<file path="src/rtl/fetch_queue_unit.sv">
// Instruction fetch front end: sequential PC generator feeding a small FWFT queue.
// One outstanding memory read at a time; redirect flushes queue and in-flight read.
module fetch_queue_unit #(
  parameter int ADDR_W = 32,
  parameter int DATA_W = 32,
  parameter int QDEPTH = 4,
  parameter logic [ADDR_W-1:0] RESET_PC = '0
) (
  input  logic                      clk,
  input  logic                      rst,
  input  logic                      redirect_valid,
  input  logic [ADDR_W-1:0]         redirect_pc,
  output logic                      imem_req,
  output logic [ADDR_W-1:0]         imem_addr,
  input  logic [DATA_W-1:0]         imem_rdata,
  output logic                      instr_valid,
  input  logic                      instr_ready,
  output logic [DATA_W-1:0]         instr_out,
  output logic [ADDR_W-1:0]         pc_out,
  output logic [$clog2(QDEPTH):0]   q_count
);

  localparam int PW   = $clog2(QDEPTH);
  localparam int CW   = PW + 1;
  localparam int STEP = DATA_W / 8;
  localparam logic [ADDR_W-1:0] STEP_A     = ADDR_W'(STEP);
  localparam logic [ADDR_W-1:0] ALIGN_MASK = ~ADDR_W'(STEP - 1);
  localparam logic [CW:0]       DEPTH_C    = (CW+1)'(QDEPTH);

  logic [ADDR_W-1:0] fetch_pc_q, fetch_pc_d;
  logic [ADDR_W-1:0] tag_pc_q, tag_pc_d;
  logic              inflight_q, inflight_d;
  logic [PW-1:0]     rd_ptr_q, rd_ptr_d;
  logic [PW-1:0]     wr_ptr_q, wr_ptr_d;
  logic [CW-1:0]     count_q, count_d;
  logic [DATA_W-1:0] instr_mem_q [QDEPTH];
  logic [ADDR_W-1:0] pc_mem_q    [QDEPTH];

  logic [CW:0] occupancy;
  logic        req, push, pop;

  // In-flight read is counted so that its response always finds a free slot.
  assign occupancy = {1'b0, count_q} + (CW+1)'(inflight_q);
  assign req       = !rst && !redirect_valid && (occupancy < DEPTH_C);
  assign push      = inflight_q && !redirect_valid && !rst;
  assign pop       = instr_valid && instr_ready;

  assign imem_req    = req;
  assign imem_addr   = fetch_pc_q;
  assign instr_valid = !rst && (count_q != '0);
  assign instr_out   = instr_mem_q[rd_ptr_q];
  assign pc_out      = pc_mem_q[rd_ptr_q];
  assign q_count     = count_q;

  always_comb begin
    fetch_pc_d = fetch_pc_q;
    tag_pc_d   = tag_pc_q;
    inflight_d = 1'b0;
    rd_ptr_d   = rd_ptr_q;
    wr_ptr_d   = wr_ptr_q;
    count_d    = count_q;
    if (req) begin
      inflight_d = 1'b1;
      tag_pc_d   = fetch_pc_q;
      fetch_pc_d = fetch_pc_q + STEP_A;
    end
    if (push) wr_ptr_d = wr_ptr_q + 1'b1;
    if (pop)  rd_ptr_d = rd_ptr_q + 1'b1;
    if (push && !pop)      count_d = count_q + 1'b1;
    else if (!push && pop) count_d = count_q - 1'b1;
    // Redirect wins over everything except the handshake already seen this cycle.
    if (redirect_valid) begin
      count_d    = '0;
      rd_ptr_d   = '0;
      wr_ptr_d   = '0;
      inflight_d = 1'b0;
      fetch_pc_d = redirect_pc & ALIGN_MASK;
    end
  end

  always_ff @(posedge clk) begin
    if (rst) begin
      fetch_pc_q <= RESET_PC;
      tag_pc_q   <= '0;
      inflight_q <= 1'b0;
      rd_ptr_q   <= '0;
      wr_ptr_q   <= '0;
      count_q    <= '0;
    end else begin
      fetch_pc_q <= fetch_pc_d;
      tag_pc_q   <= tag_pc_d;
      inflight_q <= inflight_d;
      rd_ptr_q   <= rd_ptr_d;
      wr_ptr_q   <= wr_ptr_d;
      count_q    <= count_d;
    end
  end

  always_ff @(posedge clk) begin
    if (push) begin
      instr_mem_q[wr_ptr_q] <= imem_rdata;
      pc_mem_q[wr_ptr_q]    <= tag_pc_q;
    end
  end

endmodule
</file>
<file path="config.mk">
export PLATFORM = sky130hd
export DESIGN_NAME = fetch_queue_unit
export DESIGN_NICKNAME = d
export VERILOG_FILES = /design/src/rtl/fetch_queue_unit.sv
export SDC_FILE = /design/constraint.sdc
export NUM_CORES = 1
export LEC_CHECK = 0
export CAP_MARGIN = 20
export CORE_ASPECT_RATIO = 1.75
export CORE_UTILIZATION = 45
export DETAILED_ROUTE_END_ITERATION = 8
export GPL_TIMING_DRIVEN = 0
export PLACE_DENSITY = 0.71
export SLEW_MARGIN = 0
export SYNTH_ARGS = -nofsm -noshare
export SYNTH_HDL_FRONTEND = slang
export SYNTH_SLANG_ARGS = --single-unit
</file>
<file path="constraint.sdc">
create_clock -name clk -period 4.8 [get_ports clk]
set_clock_uncertainty 0.15 [all_clocks]
set_input_delay 0.96 -clock clk [delete_from_list [all_inputs] [get_ports clk]]
set_output_delay 0.96 -clock clk [all_outputs]
set_load 0.01 [all_outputs]
</file>
# Yosys cells after proc, flatten, opt, wreduce, memory -nomap -nowiden
# Memories as Yosys holds them, arrays and structs flattened. A register that Yosys moved wholly into a read port is not among the register bits.
# Cells that the tools add are included.
# totals
reg_bits,72
mem_bits_rw,256
inputBits,68
out_inout_bits,101
elab_cells,43
mem_count,2
# classes
add_sub_neg,6
magnitude_cmp,1
muxes,11
reduce_logical,16
# memory_table
memory,words,width,rd,rd_ports_with_merged_regs,write_ports,line,text
instr_mem_q,4,32,1,1,1,36,logic [DATA_W-1:0] instr_mem_q [QDEPTH];
pc_mem_q,4,32,1,1,1,37,logic [ADDR_W-1:0] pc_mem_q [QDEPTH];
# ops
cell,count
2-to-1 mux 32 bit,2
adder 32 x 3 -> 32 bit (second input constant),1
logical AND 1 bit,8
2-to-1 mux 2 bit,4
2-to-1 mux 3 bit,2
adder 2 x 1 -> 2 bit (second input constant),2
adder 3 x 1 -> 4 bit,1
logical NOT 1 bit,4
< comparator 4 x 3 -> 1 bit (second input constant),1
nonzero test 2 bit,2
adder 3 x 1 -> 3 bit (second input constant),1
2-to-1 mux 1 bit,3
nonzero test 3 bit,1
subtractor 3 x 1 -> 3 bit (second input constant),1
OR reduction 2 bit,1

# Depth between registers and ports, before layout
# Gate-level depths: netlist (run 1).
# depth
word_depth,7
mapped_depth,10
mapped_depth_nobuf,9

# Least setup slack after synthesis (run 1)
# No wires, ideal clock.
# synth_path
path_kind,input to register
start,input rst
end,"memory instr_mem_q[2][0], enable pin"
setup_time_ns,0.427
arrival_ns,3.038
required_time_ns,4.223
slack_ns,1.185
path_stages,4
path_buffers,2
cell_sequence,clkbuf_1 nor2_1 clkbuf_1 and3_1
# synth_via
elab_chain_len,4
# synth_rtl
element,line,text
from (decl),10,"input logic rst,"
logical NOT 1 bit,45,assign push = inflight_q && !redirect_valid && !rst;
logical AND 1 bit,45,
2-to-1 mux 1 bit,100,if (push) begin
2-to-1 mux 1 bit (implied by the code),101,instr_mem_q[wr_ptr_q] <= imem_rdata;
to (decl),36,
# Every way passes these cells.

# Worst setup path after layout (run 1)
# layout_path
start,input redirect_valid
end,output imem_req
# layout_via
elab_chain_len,3
# layout_rtl
element,line,text
from (decl),11,"input logic redirect_valid,"
logical NOT 1 bit,44,assign req = !rst && !redirect_valid && (occupancy < DEPTH_C);
logical AND 1 bit (2 in a row),44,
to (decl),13,"output logic imem_req,"
# Every way passes these cells.

==> results.sh, run 1 <==
export IMPL_final_area_um2=15300
export IMPL_critPathRequiredTime_ps=3690
export IMPL_synth_top_family_by_area="multiplexers"
export IMPL_fill_cells=2054
export IMPL_crit_path_cell_trace="clkdlybuf4s50_1 -> nor2_1 -> nand2_1 -> inv_2 -> buf_2 -> buf_2 -> clkdlybuf4s50_1"
export IMPL_cts_root_buf="clkbuf_16"
export IMPL_first_global_vias=7079
export IMPL_fin_crit_sh=0.897
export IMPL_finalWirelength_um=25500
export IMPL_synth_seq_area_share=0.725
export IMPL_placedInstanceArea_um2=14400
export IMPL_post_cts_setup_buffers=0
export IMPL_p_per_area_nw_per_um2=366
export IMPL_vias=6987
export IMPL_post_synth_num_cell_types=53
export IMPL_ys_seq_elements=318
export IMPL_die_y_um=220
export IMPL_syn_to_final_growth_pct=25.5
export IMPL_async_flop_share=0
export IMPL_hpwl_um=17000
export IMPL_clock_path_buffers=3
export IMPL_wire_per_inst_um=20.0
export IMPL_path_class="primary input to output port"
export IMPL_end_kind="output port"
export IMPL_critical_path_max_stage_delay_ps=580
export IMPL_synthAdderAreaFrac=0.00779
export IMPL_die_area_um2=27800
export IMPL_dp_cells=1228
export IMPL_dr_pass1_iters=8
export IMPL_p_clk_frac=0.414
export IMPL_min_path_type="flop to flop"
export IMPL_synth_edf_count=248
export IMPL_clkSinkCount=318
export IMPL_crit_family="buffers and inverters"
export IMPL_grt_pass1_wl_um=39100
export IMPL_boundaryPins=169
export IMPL_syn_inst=736
export IMPL_p_total_uw=5610
export IMPL_drive_gt1_frac=0.145
export IMPL_rsz0062_at_grt="no"
export IMPL_start_util=0.459
export IMPL_setup_viol=0
export IMPL_pwr_share_seq=0.540
export IMPL_peakVddDrop_mv=0.253
export IMPL_yosys_warnings=0
export IMPL_gp_congestion=0.897
export IMPL_grt_max_degree=48
export IMPL_tightest_slew_ps=753
export IMPL_crit_arrival_ps=3200
export IMPL_drv_cap=0
export IMPL_gr_total_overflow=0
export IMPL_synthTopCellsByArea="edfxtp_1, dfxtp_1, mux4_2"
export IMPL_crit_buf_inv=5
export IMPL_synth_most_common_cell="edfxtp_1"
export IMPL_antenna_left=0
export IMPL_htreeDepth=1
export IMPL_synth_compound_area_frac=0.0452
export IMPL_grt_usage=0.187
export IMPL_clkTransAtPathRegs_ps=70
export IMPL_fin_cells=1277
export IMPL_switchingPower_uw=1100
export IMPL_status="finished, final reports clean"
export IMPL_post_cts_resized=0
export IMPL_synth_common_cells="edfxtp_1, nand2_1, dfxtp_1"
export IMPL_fin_nets=1008
export IMPL_cts_hold_buf=0
export IMPL_synth_top_cell_area_share=0.610
export IMPL_fmax_mhz=232
export IMPL_synth_mux_area_frac=0.120
export IMPL_p_int_uw=4510
export IMPL_ys_flop_type="edfxtp_1"
export IMPL_synthSimpleGateAreaFrac=0.0726
export IMPL_cts_tree="yes"
export IMPL_vias_per_cell=5.47
export IMPL_drtIter0Drc=426
export IMPL_slew_headroom=0.494
export IMPL_rows=79
export IMPL_antenna_found_initial=0
export IMPL_start_kind="primary input"
export IMPL_drv_slew=0
export IMPL_rrSetupSlack_ps=2310
export IMPL_synth_top_cell_by_area="edfxtp_1"
export IMPL_whs_ps=341
export IMPL_hold_viol=0
export IMPL_clock_latency_ps=540
export IMPL_cts_buffers=27
export IMPL_drc_errors=0
export IMPL_port_buffers=161
export IMPL_period_minus_slack_ps=4310
export IMPL_fp_dieW_um=126
export IMPL_yosys_area_share_xor_xnor=0.00861
export IMPL_syn_area_um2=12200
export IMPL_core_area_um2=26600
export IMPL_cp_max_fo=10
export IMPL_p_comb_frac=0.046
export IMPL_leakage_uw=0.00505
export IMPL_syn_area_per_cell_um2=16.6
export IMPL_antenna_cells=0
export IMPL_cp_slowest_cell="clkdlybuf4s50_1"
export IMPL_final_util=0.576
export IMPL_swShare=0.196
## logic make-up (layout without fill, tap and decap cells)
family / Yosys count / in the layout
AO/OA/AOI/OAI: 89 / 89
XOR/XNOR: 12 / 12
adder cells (fa/ha/maj): 7 / 7
buffers and inverters: 56 / 270
flip-flops: 318 / 318
multiplexers: 69 / 69
other: 1 / 4
AND/OR/NAND/NOR: 184 / 184
## metal layers
metal	wire length, µm	GRT usage
met2	13800	0.347
met5	0	0
met1	9690	0.217
met3	1170	0.0185
met4	858	0.0819
## cell type report
type | instances | area (µm²) | area share
timing repair buffer | 165 | 1720 | 0.112
buffer | 42 | 193 | 0.0126
sequential | 318 | 8850 | 0.578
multi-input combinational | 365 | 3140 | 0.205
clock buffer | 33 | 718 | 0.0469
inverter | 14 | 52.6 | 0.00343
clock inverter | 16 | 234 | 0.0153
tap | 324 | 405 | 0.0265
## registers in the layout, summed over array words and instances (netlist names), named ones only
signal,flops
inflight_q,1
tag_pc_q,30
q_count,3
imem_addr,30
rd_ptr_q,2
wr_ptr_q,2
instr_mem_q,128
pc_mem_q,120
## worst register-to-register path, stage by stage, from the launching register on
cell	delay (ps)
dfxtp_1	290
buf_2	180
a31oi_1	320
nand2_1	330
inv_2	210
buf_2	270
buf_1	380
nand2_1	130
a21oi_1	150
## layout by cell type, fill, tap and decap left out, types with 4 or more instances in the layout
cell type / netlist / final
edfxtp_1: 248 / 248
clkdlybuf4s50_1: 0 / 161
nand2_1: 84 / 84
dfxtp_1: 70 / 70
mux4_2: 62 / 62
a21oi_1: 43 / 43
nor2_1: 34 / 34
clkbuf_1: 24 / 28
clkbuf_16: 0 / 27
nand3_1: 17 / 17
inv_1: 12 / 12
a31oi_1: 11 / 11
buf_2: 10 / 10
nand4_1: 8 / 8
xor2_1: 8 / 8
and2_1: 7 / 7
nor3_1: 6 / 6
o22ai_1: 6 / 6
ha_1: 6 / 6
bufinv_16: 0 / 6
o21ai_0: 5 / 5
and3_4: 0 / 4
clkinv_1: 1 / 4
o211ai_1: 4 / 4
o311ai_1: 4 / 4
xnor2_1: 4 / 4
mux2i_1: 4 / 4
buf_4: 4 / 4
conb_1: 1 / 4
clkinv_2: 0 / 4
buf_16: 0 / 4
## final timing paths
path,from,cells past startpoint,endpoint
hold / removal,tag_pc_q[2]$_SDFFE_PP0P_,0,pc_mem_q[1][2]$_DFFE_PP_
setup / recovery,redirect_valid,7,imem_req
hold reg to reg,tag_pc_q[2]$_SDFFE_PP0P_,0,pc_mem_q[1][2]$_DFFE_PP_
setup reg to reg,inflight_q$_SDFF_PN0_,8,tag_pc_q[18]$_SDFFE_PP0P_
## power by group through the flow
| stage | Sequential, µW | Clock [µW] | Combinational [µW] |
|---|---|---|---|
| floorplan | 3090 | 0 | 100 |
| global placement | 3090 | 0 | 251 |
| detailed placement | 3090 | 0 | 257 |
| CTS | 3030 | 2380 | 259 |
| global route | 3030 | 2460 | 277 |
| finish | 3030 | 2320 | 256 |
## metrics by stage
stage          setup WS [ps]  setup TNS, ps
2_1_floorplan           1190              0
3_3_place_gp            -501        -120910
3_5_place_dp             488              0
4_1_cts                  497              0
5_1_grt                  331              0
6_report                 492              0
(Power assumes the default switching activity.)
==> run 2: changes to the inputs <==
- TNS_END_PERCENT: default -> 100
==> results of run 2 <==
No change in the layout: final DEF, timing and power equal those of run 1.
